[src/rtl/multicycle_rv32i_core_pkg.sv]
// Shared constants, ALU/FSM enums and the ALU-control decoder for the multicycle RV32I core.
package multicycle_rv32i_core_pkg;

  localparam logic [31:0] INITIAL_PC_DEF = 32'h0040_0000;

  localparam logic [6:0] OP_R   = 7'b0110011;
  localparam logic [6:0] OP_I   = 7'b0010011;
  localparam logic [6:0] OP_LW  = 7'b0000011;
  localparam logic [6:0] OP_SW  = 7'b0100011;
  localparam logic [6:0] OP_BEQ = 7'b1100011;

  typedef enum logic [3:0] {
    ALU_AND = 4'b0000, ALU_OR  = 4'b0001, ALU_ADD = 4'b0010,
    ALU_SUB = 4'b0110, ALU_SLT = 4'b0111, ALU_SRL = 4'b1000,
    ALU_SLL = 4'b1001, ALU_SRA = 4'b1010, ALU_XOR = 4'b1101
  } alu_op_e;

  typedef enum logic [2:0] {S_IF, S_ID, S_EX, S_MEM, S_WB} state_e;

  // funct7[5] picks SUB only for R-type; for immediates it only distinguishes SRAI.
  function automatic alu_op_e alu_dec(input logic [6:0] opcode, input logic [2:0] funct3,
                                      input logic f7b5);
    alu_op_e op;
    op = ALU_ADD;
    if (opcode == OP_R || opcode == OP_I) begin
      case (funct3)
        3'b000:  op = (opcode == OP_R && f7b5) ? ALU_SUB : ALU_ADD;
        3'b001:  op = ALU_SLL;
        3'b010:  op = ALU_SLT;
        3'b100:  op = ALU_XOR;
        3'b101:  op = f7b5 ? ALU_SRA : ALU_SRL;
        3'b110:  op = ALU_OR;
        3'b111:  op = ALU_AND;
        default: op = ALU_ADD;
      endcase
    end else if (opcode == OP_BEQ) begin
      op = ALU_SUB;
    end
    return op;
  endfunction

endpackage

[src/rtl/multicycle_rv32i_core_if.sv]
// Instruction-ROM / data-RAM bus of the core; master is the core, slave the memories.
interface multicycle_rv32i_core_if;
  logic [31:0] instr;
  logic [31:0] dReadData;
  logic [31:0] PC;
  logic [31:0] dAddress;
  logic [31:0] dWriteData;
  logic        MemRead;
  logic        MemWrite;
  logic [31:0] WriteBackData;

  modport master (input instr, dReadData,
                  output PC, dAddress, dWriteData, MemRead, MemWrite, WriteBackData);
  modport slave  (output instr, dReadData,
                  input PC, dAddress, dWriteData, MemRead, MemWrite, WriteBackData);
endinterface

[src/rtl/multicycle_rv32i_core_alu.sv]
// Combinational 32-bit ALU with zero flag.
module multicycle_rv32i_core_alu
  import multicycle_rv32i_core_pkg::*;
(
  input  logic [31:0] a,
  input  logic [31:0] b,
  input  alu_op_e     op,
  output logic [31:0] y,
  output logic        zero
);

  always_comb begin
    y = '0;
    case (op)
      ALU_AND: y = a & b;
      ALU_OR:  y = a | b;
      ALU_ADD: y = a + b;
      ALU_SUB: y = a - b;
      ALU_SLT: y = {31'b0, $signed(a) < $signed(b)};
      ALU_SRL: y = a >> b[4:0];
      ALU_SLL: y = a << b[4:0];
      ALU_SRA: y = $signed(a) >>> b[4:0];
      ALU_XOR: y = a ^ b;
      default: y = '0;
    endcase
  end

  assign zero = (y == '0);

endmodule

[src/rtl/multicycle_rv32i_core_regfile.sv]
// 32x32 register file, two async read ports, one write port; x0 hardwired to zero.
module multicycle_rv32i_core_regfile (
  input  logic        clk,
  input  logic        rst,
  input  logic [4:0]  ra1,
  input  logic [4:0]  ra2,
  output logic [31:0] rd1,
  output logic [31:0] rd2,
  input  logic        we,
  input  logic [4:0]  wa,
  input  logic [31:0] wd
);

  logic [31:0][31:0] regs;

  always_ff @(posedge clk or posedge rst) begin
    if (rst)                   regs     <= '0;
    else if (we && wa != 5'd0) regs[wa] <= wd;
  end

  assign rd1 = (ra1 == 5'd0) ? '0 : regs[ra1];
  assign rd2 = (ra2 == 5'd0) ? '0 : regs[ra2];

endmodule

[src/rtl/multicycle_rv32i_core.sv]
// Multicycle RV32I-subset core: fixed IF/ID/EX/MEM/WB sequence, five cycles per instruction.
module multicycle_rv32i_core
  import multicycle_rv32i_core_pkg::*;
#(
  parameter logic [31:0] INITIAL_PC = INITIAL_PC_DEF
) (
  input  logic                         clk,
  input  logic                         rst,
  multicycle_rv32i_core_if.master      bus
);

  state_e      state, state_nxt;
  logic [31:0] pc, ir, a_q, b_q, alu_q;
  logic        zero_q;
  logic [31:0] rd1, rd2, imm_i, imm_s, imm_b, alu_b, alu_y, pc_nxt;
  logic        alu_zero, mem_read, mem_write, rf_we;
  logic [6:0]  opcode;
  alu_op_e     alu_op;
  logic        unused_rs1;

  always_ff @(posedge clk or posedge rst) begin
    if (rst) state <= S_IF;
    else     state <= state_nxt;
  end

  always_comb begin
    state_nxt = state;
    mem_read  = 1'b0;
    mem_write = 1'b0;
    rf_we     = 1'b0;
    case (state)
      S_IF:    state_nxt = S_ID;
      S_ID:    state_nxt = S_EX;
      S_EX:    state_nxt = S_MEM;
      S_MEM: begin
        state_nxt = S_WB;
        mem_read  = (opcode == OP_LW);
        mem_write = (opcode == OP_SW);
      end
      S_WB: begin
        state_nxt = S_IF;
        rf_we     = (opcode == OP_R) || (opcode == OP_I) || (opcode == OP_LW);
      end
      default: state_nxt = S_IF;
    endcase
  end

  assign opcode     = ir[6:0];
  assign unused_rs1 = ^ir[19:15];
  assign imm_i      = {{20{ir[31]}}, ir[31:20]};
  assign imm_s      = {{20{ir[31]}}, ir[31:25], ir[11:7]};
  assign imm_b      = {{19{ir[31]}}, ir[31], ir[7], ir[30:25], ir[11:8], 1'b0};
  assign alu_op     = alu_dec(opcode, ir[14:12], ir[30]);
  assign alu_b      = (opcode == OP_I || opcode == OP_LW) ? imm_i :
                      (opcode == OP_SW)                   ? imm_s : b_q;
  assign pc_nxt     = (opcode == OP_BEQ && zero_q) ? pc + imm_b : pc + 32'd4;

  // instr is only valid in ID, so the register file is addressed straight from the ROM word.
  multicycle_rv32i_core_regfile u_rf (
    .clk (clk), .rst (rst),
    .ra1 (bus.instr[19:15]), .ra2 (bus.instr[24:20]),
    .rd1 (rd1), .rd2 (rd2),
    .we  (rf_we), .wa (ir[11:7]), .wd (bus.WriteBackData)
  );

  multicycle_rv32i_core_alu u_alu (
    .a (a_q), .b (alu_b), .op (alu_op), .y (alu_y), .zero (alu_zero)
  );

  always_ff @(posedge clk or posedge rst) begin
    if (rst) begin
      pc     <= INITIAL_PC;
      ir     <= '0;
      a_q    <= '0;
      b_q    <= '0;
      alu_q  <= '0;
      zero_q <= 1'b0;
    end else begin
      if (state == S_ID) begin
        ir  <= bus.instr;
        a_q <= rd1;
        b_q <= rd2;
      end
      if (state == S_EX) begin
        alu_q  <= alu_y;
        zero_q <= alu_zero;
      end
      if (state == S_WB) pc <= pc_nxt;
    end
  end

  assign bus.PC            = pc;
  assign bus.dAddress      = alu_q;
  assign bus.dWriteData    = b_q;
  assign bus.MemRead       = mem_read;
  assign bus.MemWrite      = mem_write;
  assign bus.WriteBackData = (opcode == OP_LW) ? bus.dReadData : alu_q;

endmodule

[src/flat_wrapper.sv]
// flat-port wrapper written by rule: the top's interface ports become plain ports
module multicycle_rv32i_core_flat import multicycle_rv32i_core_pkg::*;
#(
  parameter logic [31:0] INITIAL_PC = INITIAL_PC_DEF
)
  (clk, rst, bus_instr, bus_dReadData, bus_PC, bus_dAddress, bus_dWriteData, bus_MemRead, bus_MemWrite, bus_WriteBackData);
  multicycle_rv32i_core_if bus_i ();
  input  logic clk;
  input  logic rst;
  input wire logic [$bits(bus_i.instr)-1:0] bus_instr;
  input wire logic [$bits(bus_i.dReadData)-1:0] bus_dReadData;
  output wire logic [$bits(bus_i.PC)-1:0] bus_PC;
  output wire logic [$bits(bus_i.dAddress)-1:0] bus_dAddress;
  output wire logic [$bits(bus_i.dWriteData)-1:0] bus_dWriteData;
  output wire logic [$bits(bus_i.MemRead)-1:0] bus_MemRead;
  output wire logic [$bits(bus_i.MemWrite)-1:0] bus_MemWrite;
  output wire logic [$bits(bus_i.WriteBackData)-1:0] bus_WriteBackData;
  assign bus_i.instr = bus_instr;
  assign bus_i.dReadData = bus_dReadData;
  assign bus_PC = bus_i.PC;
  assign bus_dAddress = bus_i.dAddress;
  assign bus_dWriteData = bus_i.dWriteData;
  assign bus_MemRead = bus_i.MemRead;
  assign bus_MemWrite = bus_i.MemWrite;
  assign bus_WriteBackData = bus_i.WriteBackData;
  multicycle_rv32i_core #(.INITIAL_PC(INITIAL_PC)) u_core (.clk(clk), .rst(rst), .bus(bus_i));
endmodule
[config.mk]
export PLATFORM = sky130hd
export DESIGN_NAME = multicycle_rv32i_core_flat
export DESIGN_NICKNAME = d
export VERILOG_FILES = /design/src/rtl/multicycle_rv32i_core_pkg.sv /design/src/rtl/multicycle_rv32i_core_if.sv /design/src/rtl/multicycle_rv32i_core_alu.sv /design/src/rtl/multicycle_rv32i_core_regfile.sv /design/src/rtl/multicycle_rv32i_core.sv /design/src/flat_wrapper.sv
export SDC_FILE = /design/constraint.sdc
export NUM_CORES = 2
export LEC_CHECK = 0
export CAP_MARGIN = 20
export CELL_PAD_IN_SITES_DETAIL_PLACEMENT = 1
export CELL_PAD_IN_SITES_GLOBAL_PLACEMENT = 2
export CORE_MARGIN = 8
export CORE_UTILIZATION = 40
export CTS_BUF_LIST = sky130_fd_sc_hd__clkbuf_16
export CTS_CLUSTER_SIZE = 28
export DETAILED_ROUTE_END_ITERATION = 12
export HOLD_SLACK_MARGIN = 0.03
export PLACE_DENSITY = 0.79
export SYNTH_ARGS = -nofsm -noshare
export SYNTH_HDL_FRONTEND = slang
export SYNTH_SLANG_ARGS = --single-unit
[constraint.sdc]
create_clock -name clk -period 50.1 [get_ports clk]
set_input_delay 5.01 -clock clk [delete_from_list [all_inputs] [get_ports clk]]
set_output_delay 5.01 -clock clk [all_outputs]
set_load 0.05 [all_outputs]
==> flow_metrics.tcl <==
set metrics [dict create \
    syn-num-nets 7957 \
    htreeDepth 4 \
    drt-total-wl_um 331000 \
    finalCritPeriodShare_pct 24.7 \
    cts.sinks 1182 \
    grt_max_degree 168 \
    rsz0062_at_grt "false" \
    slew_headroom_pct 19.1 \
    synth_cell_types 107 \
    fp.coreArea_um2 178000 \
    via_per_inst 6.52 \
    io_pins 196 \
    critPathRequiredTime_ns 45.09 \
    die_w_um 439 \
    yosysWarnings 0 \
    drt_iter0_drc 6517 \
    final_area_um2 80200 \
    avgSynthCellArea_um2 9.23 \
    cts-resized-gates 0 \
    first_pass_iters 8 \
    grt_use_total_pct 33.4 \
    cts_hold_buf 0 \
    postCtsSetupBuffers 0 \
    worst_setup_path_start_kind "primary input" \
    setup.worst_path.class "in -> out" \
    grt_pass1_vias 65800 \
    critPathSlowestCell "clkdlybuf4s50_1" \
    nets 7761 \
    initial_core_util_pct 40.2 \
    die-area_um2 193000 \
    m1WireLength_um 139000 \
    clock-skew-final_ns 0.0309 \
    antenna_found_initial 22 \
    clock-root-buffer "clkbuf_16" \
    place_hpwl_um 212000 \
    netlist.area_leader.share_pct 41.3 \
    num-fill-cells 20100 \
    placed_area_um2 75700 \
    grt_pass1_wl_um 477000 \
    peakVddDrop_uv 27.3 \
    cts_tree "built" \
    drv_cap 0 \
    cp_data_arrival_time_ns 7.36 \
    setup_violations 0 \
    clk_path_buf_depth 3 \
    clk_latency_ns 0.80 \
    final_layout_size_suffix_gt1_share_pct 12.3 \
    ys.flop_type "dfrtp_1" \
    drc_errors 0 \
    cts_buffers 141 \
    top_layer "met5" \
    fin_crit_ns 12.37 \
    path_common_cell "clkdlybuf4s50_1" \
    reg2reg_from "u_core.ir[4]" \
    max_stage_delay_ns 0.79 \
    outcome "completed" \
    p_per_area_nw_per_um2 34.6 \
    synth.area.top_cells "dfrtp_1 (41%), o21ai_0 (9.1%), mux4_2 (8.5%), nand2_1 (6.8%), mux2i_1 (6.4%)" \
    route.met3.wl_um 25200 \
    yosysSeqAreaShare_pct 41.3 \
    wl_per_cell_um 33.0 \
    postSynthCellCount 7755 \
    dr_wl_met2_um 149000 \
    port_buffers 194 \
    cp-startpoint "bus_dReadData[27]" \
    tightestPinTransition_ns 1.21 \
    hold_start "u_core.u_rf.regs[0]" \
    critical_path_buf_inv_count 3 \
    gp_congestion 1.03 \
    die_y_um 439 \
    clock.fmax_mhz 80.8 \
    power.leakage_nw 35.1 \
    cp_max_fo 32 \
    final_util_pct 45.1 \
    row_count 155 \
    synth_edf_count 0 \
    syn_area_um2 71600 \
    hp-class "reg -> reg" \
    yosys.area.top_type "dfrtp_1" \
    slew_viol_final 0 \
    cp_top_family "buffers and inverters" \
    via_count 65400 \
    end_kind "output pin" \
    grt-ovfl-total 0 \
    async_flop_share_pct 100 \
    cp_cell_sequence "clkdlybuf4s50_1, mux2i_4, inv_1, clkdlybuf4s50_1" \
    clk_pin_slew_ns 0.06 \
    synth_seq_cells 1182 \
    postRouteAntennaNets 0 \
    tns_ns 0 \
    syn_to_final_growth_pct 12.1 \
    hold_violations 0 \
]
[synthesized netlist by cell type (all sizes together), types with 13 or more instances]
| cell type | count |
|---|---|
| a2111oi | 22 |
| and3 | 31 |
| xnor2 | 34 |
| or3 | 26 |
| o221ai | 139 |
| clkbuf | 592 |
| o211ai | 31 |
| dfrtp | 1181 |
| nor3 | 137 |
| or2 | 17 |
| nand2b | 20 |
| a311oi | 13 |
| a31oi | 44 |
| o31ai | 30 |
| o22ai | 176 |
| a21oi | 518 |
| nand4 | 33 |
| nand3 | 87 |
| o21a | 23 |
| nand2 | 1295 |
| nor2b | 17 |
| ha | 134 |
| buf | 138 |
| and2 | 24 |
| mux2 | 144 |
| inv | 149 |
| mux2i | 461 |
| a211o | 19 |
| a211oi | 62 |
| mux4 | 271 |
| nor3b | 19 |
| o21ai | 1306 |
| nor2 | 258 |
| a21o | 57 |
| xor2 | 13 |
| a221oi | 29 |
| nor4 | 18 |
[worst paths after layout]
| path | slack (ns) | end | cells past startpoint |
|---|---|---|---|
| worst max-delay path | 37.73 | bus_WriteBackData[27] | 4 |
| worst min-delay path | 0.40 | u_core.u_rf.regs[0] | 0 |
| worst max register to register | 42.17 | u_core.zero_q | 20 |
| worst min register to register | 0.40 | u_core.u_rf.regs[0] | 0 |
| max in group asynchronous | 41.56 | u_core.u_rf.regs[479] | 6 |
| min in group asynchronous | 4.70 | u_core.bus.PC[19] | 2 |
[routing by layer]
metal | vias to the layer above | GRT usage [%]
met1 | 33900 | 45.1
met3 | 754 | 6.24
met5 | - | 0
met4 | 12 | 15.6
li1 | 27900 | -
met2 | 2842 | 52.0
[report_power, final]
group / internal [W] / switching, W / leakage (nW)
registers: 0.000976 / 0.0000557 / 11.0
logic: 0.000200 / 0.000523 / 21.7
clock network: 0.000578 / 0.000439 / 2.29
[cells by family (layout without fill, tap and decap cells)]
family | count (synthesis) | in the layout | share of synthesized area (%)
AO/OA/AOI/OAI | 2616 | 2616 | 21.5
AND/OR/NAND/NOR | 2016 | 2016 | 12.0
flip-flops | 1182 | 1182 | 41.3
buffers and inverters | 881 | 790 | 4.89
multiplexers | 876 | 876 | 17.2
adder cells (fa/ha/maj) | 136 | 136 | 2.40
XOR/XNOR | 47 | 47 | 0.575
other | 1 | 5 | 0.00524
[state kept, by name (all words and copies together), names as in the netlist]
| signal | cells |
|---|---|
| u_core.u_rf.regs | 1024 |
| u_core.bus.dWriteData | 32 |
| u_core.zero_q | 1 |
| u_core.state | 3 |
| u_core.ir | 27 |
| u_core.bus.PC | 31 |
| u_core.bus.dAddress | 32 |
| u_core.a_q | 32 |
[area by class of cell]
class	count	area [um2]	share of cell area [%]
clock buffers	144	3600	4.49
repair buffers	391	3500	4.37
flip-flops and latches	1182	29600	36.9
well taps	2355	2950	3.67
inverters	151	574	0.716
diodes	4	10.0	0.0125
clock inverters	104	842	1.05
multi-input cells	5692	39100	48.8
[stage by stage]
| step | hold WS (ns) | power, W | setup WS (ns) | instances |
|---|---|---|---|---|
| floorplan | 0.440 | 0.00144 | 11.80 | 7755 |
| global placement | 0.384 | 0.00175 | 37.78 | 9764 |
| detailed placement | 0.389 | 0.00175 | 37.76 | 9766 |
| CTS | 0.401 | 0.00277 | 37.76 | 10000 |
| global route | 0.411 | 0.00285 | 37.62 | 10000 |
| finish | 0.400 | 0.00277 | 37.73 | 10000 |
[cells in the final DEF (no fill, tap or decap), types with 15 or more instances in the layout]
cell type / n
o21ai_0: 1298
nand2_1: 1263
dfrtp_1: 1181
a21oi_1: 516
mux2i_1: 429
mux4_2: 271
nor2_1: 254
buf_4: 192
clkdlybuf4s50_1: 184
inv_1: 176
o22ai_1: 176
mux2_2: 144
clkbuf_16: 144
o221ai_1: 137
ha_1: 134
nor3_1: 133
nand3_1: 84
a211oi_1: 62
a21o_1: 57
a31oi_1: 44
clkinv_1: 35
xnor2_1: 34
nand4_1: 33
nand2_4: 31
and3_1: 31
o211ai_1: 30
a221oi_1: 29
o31ai_1: 29
or3_1: 25
and2_1: 24
o21a_1: 23
mux2i_4: 19
a211o_1: 19
nand2b_1: 18
nor3b_1: 16
nor4_1: 16
nor2b_1: 15
a2111oi_0: 15
(Power assumes the default switching activity.)
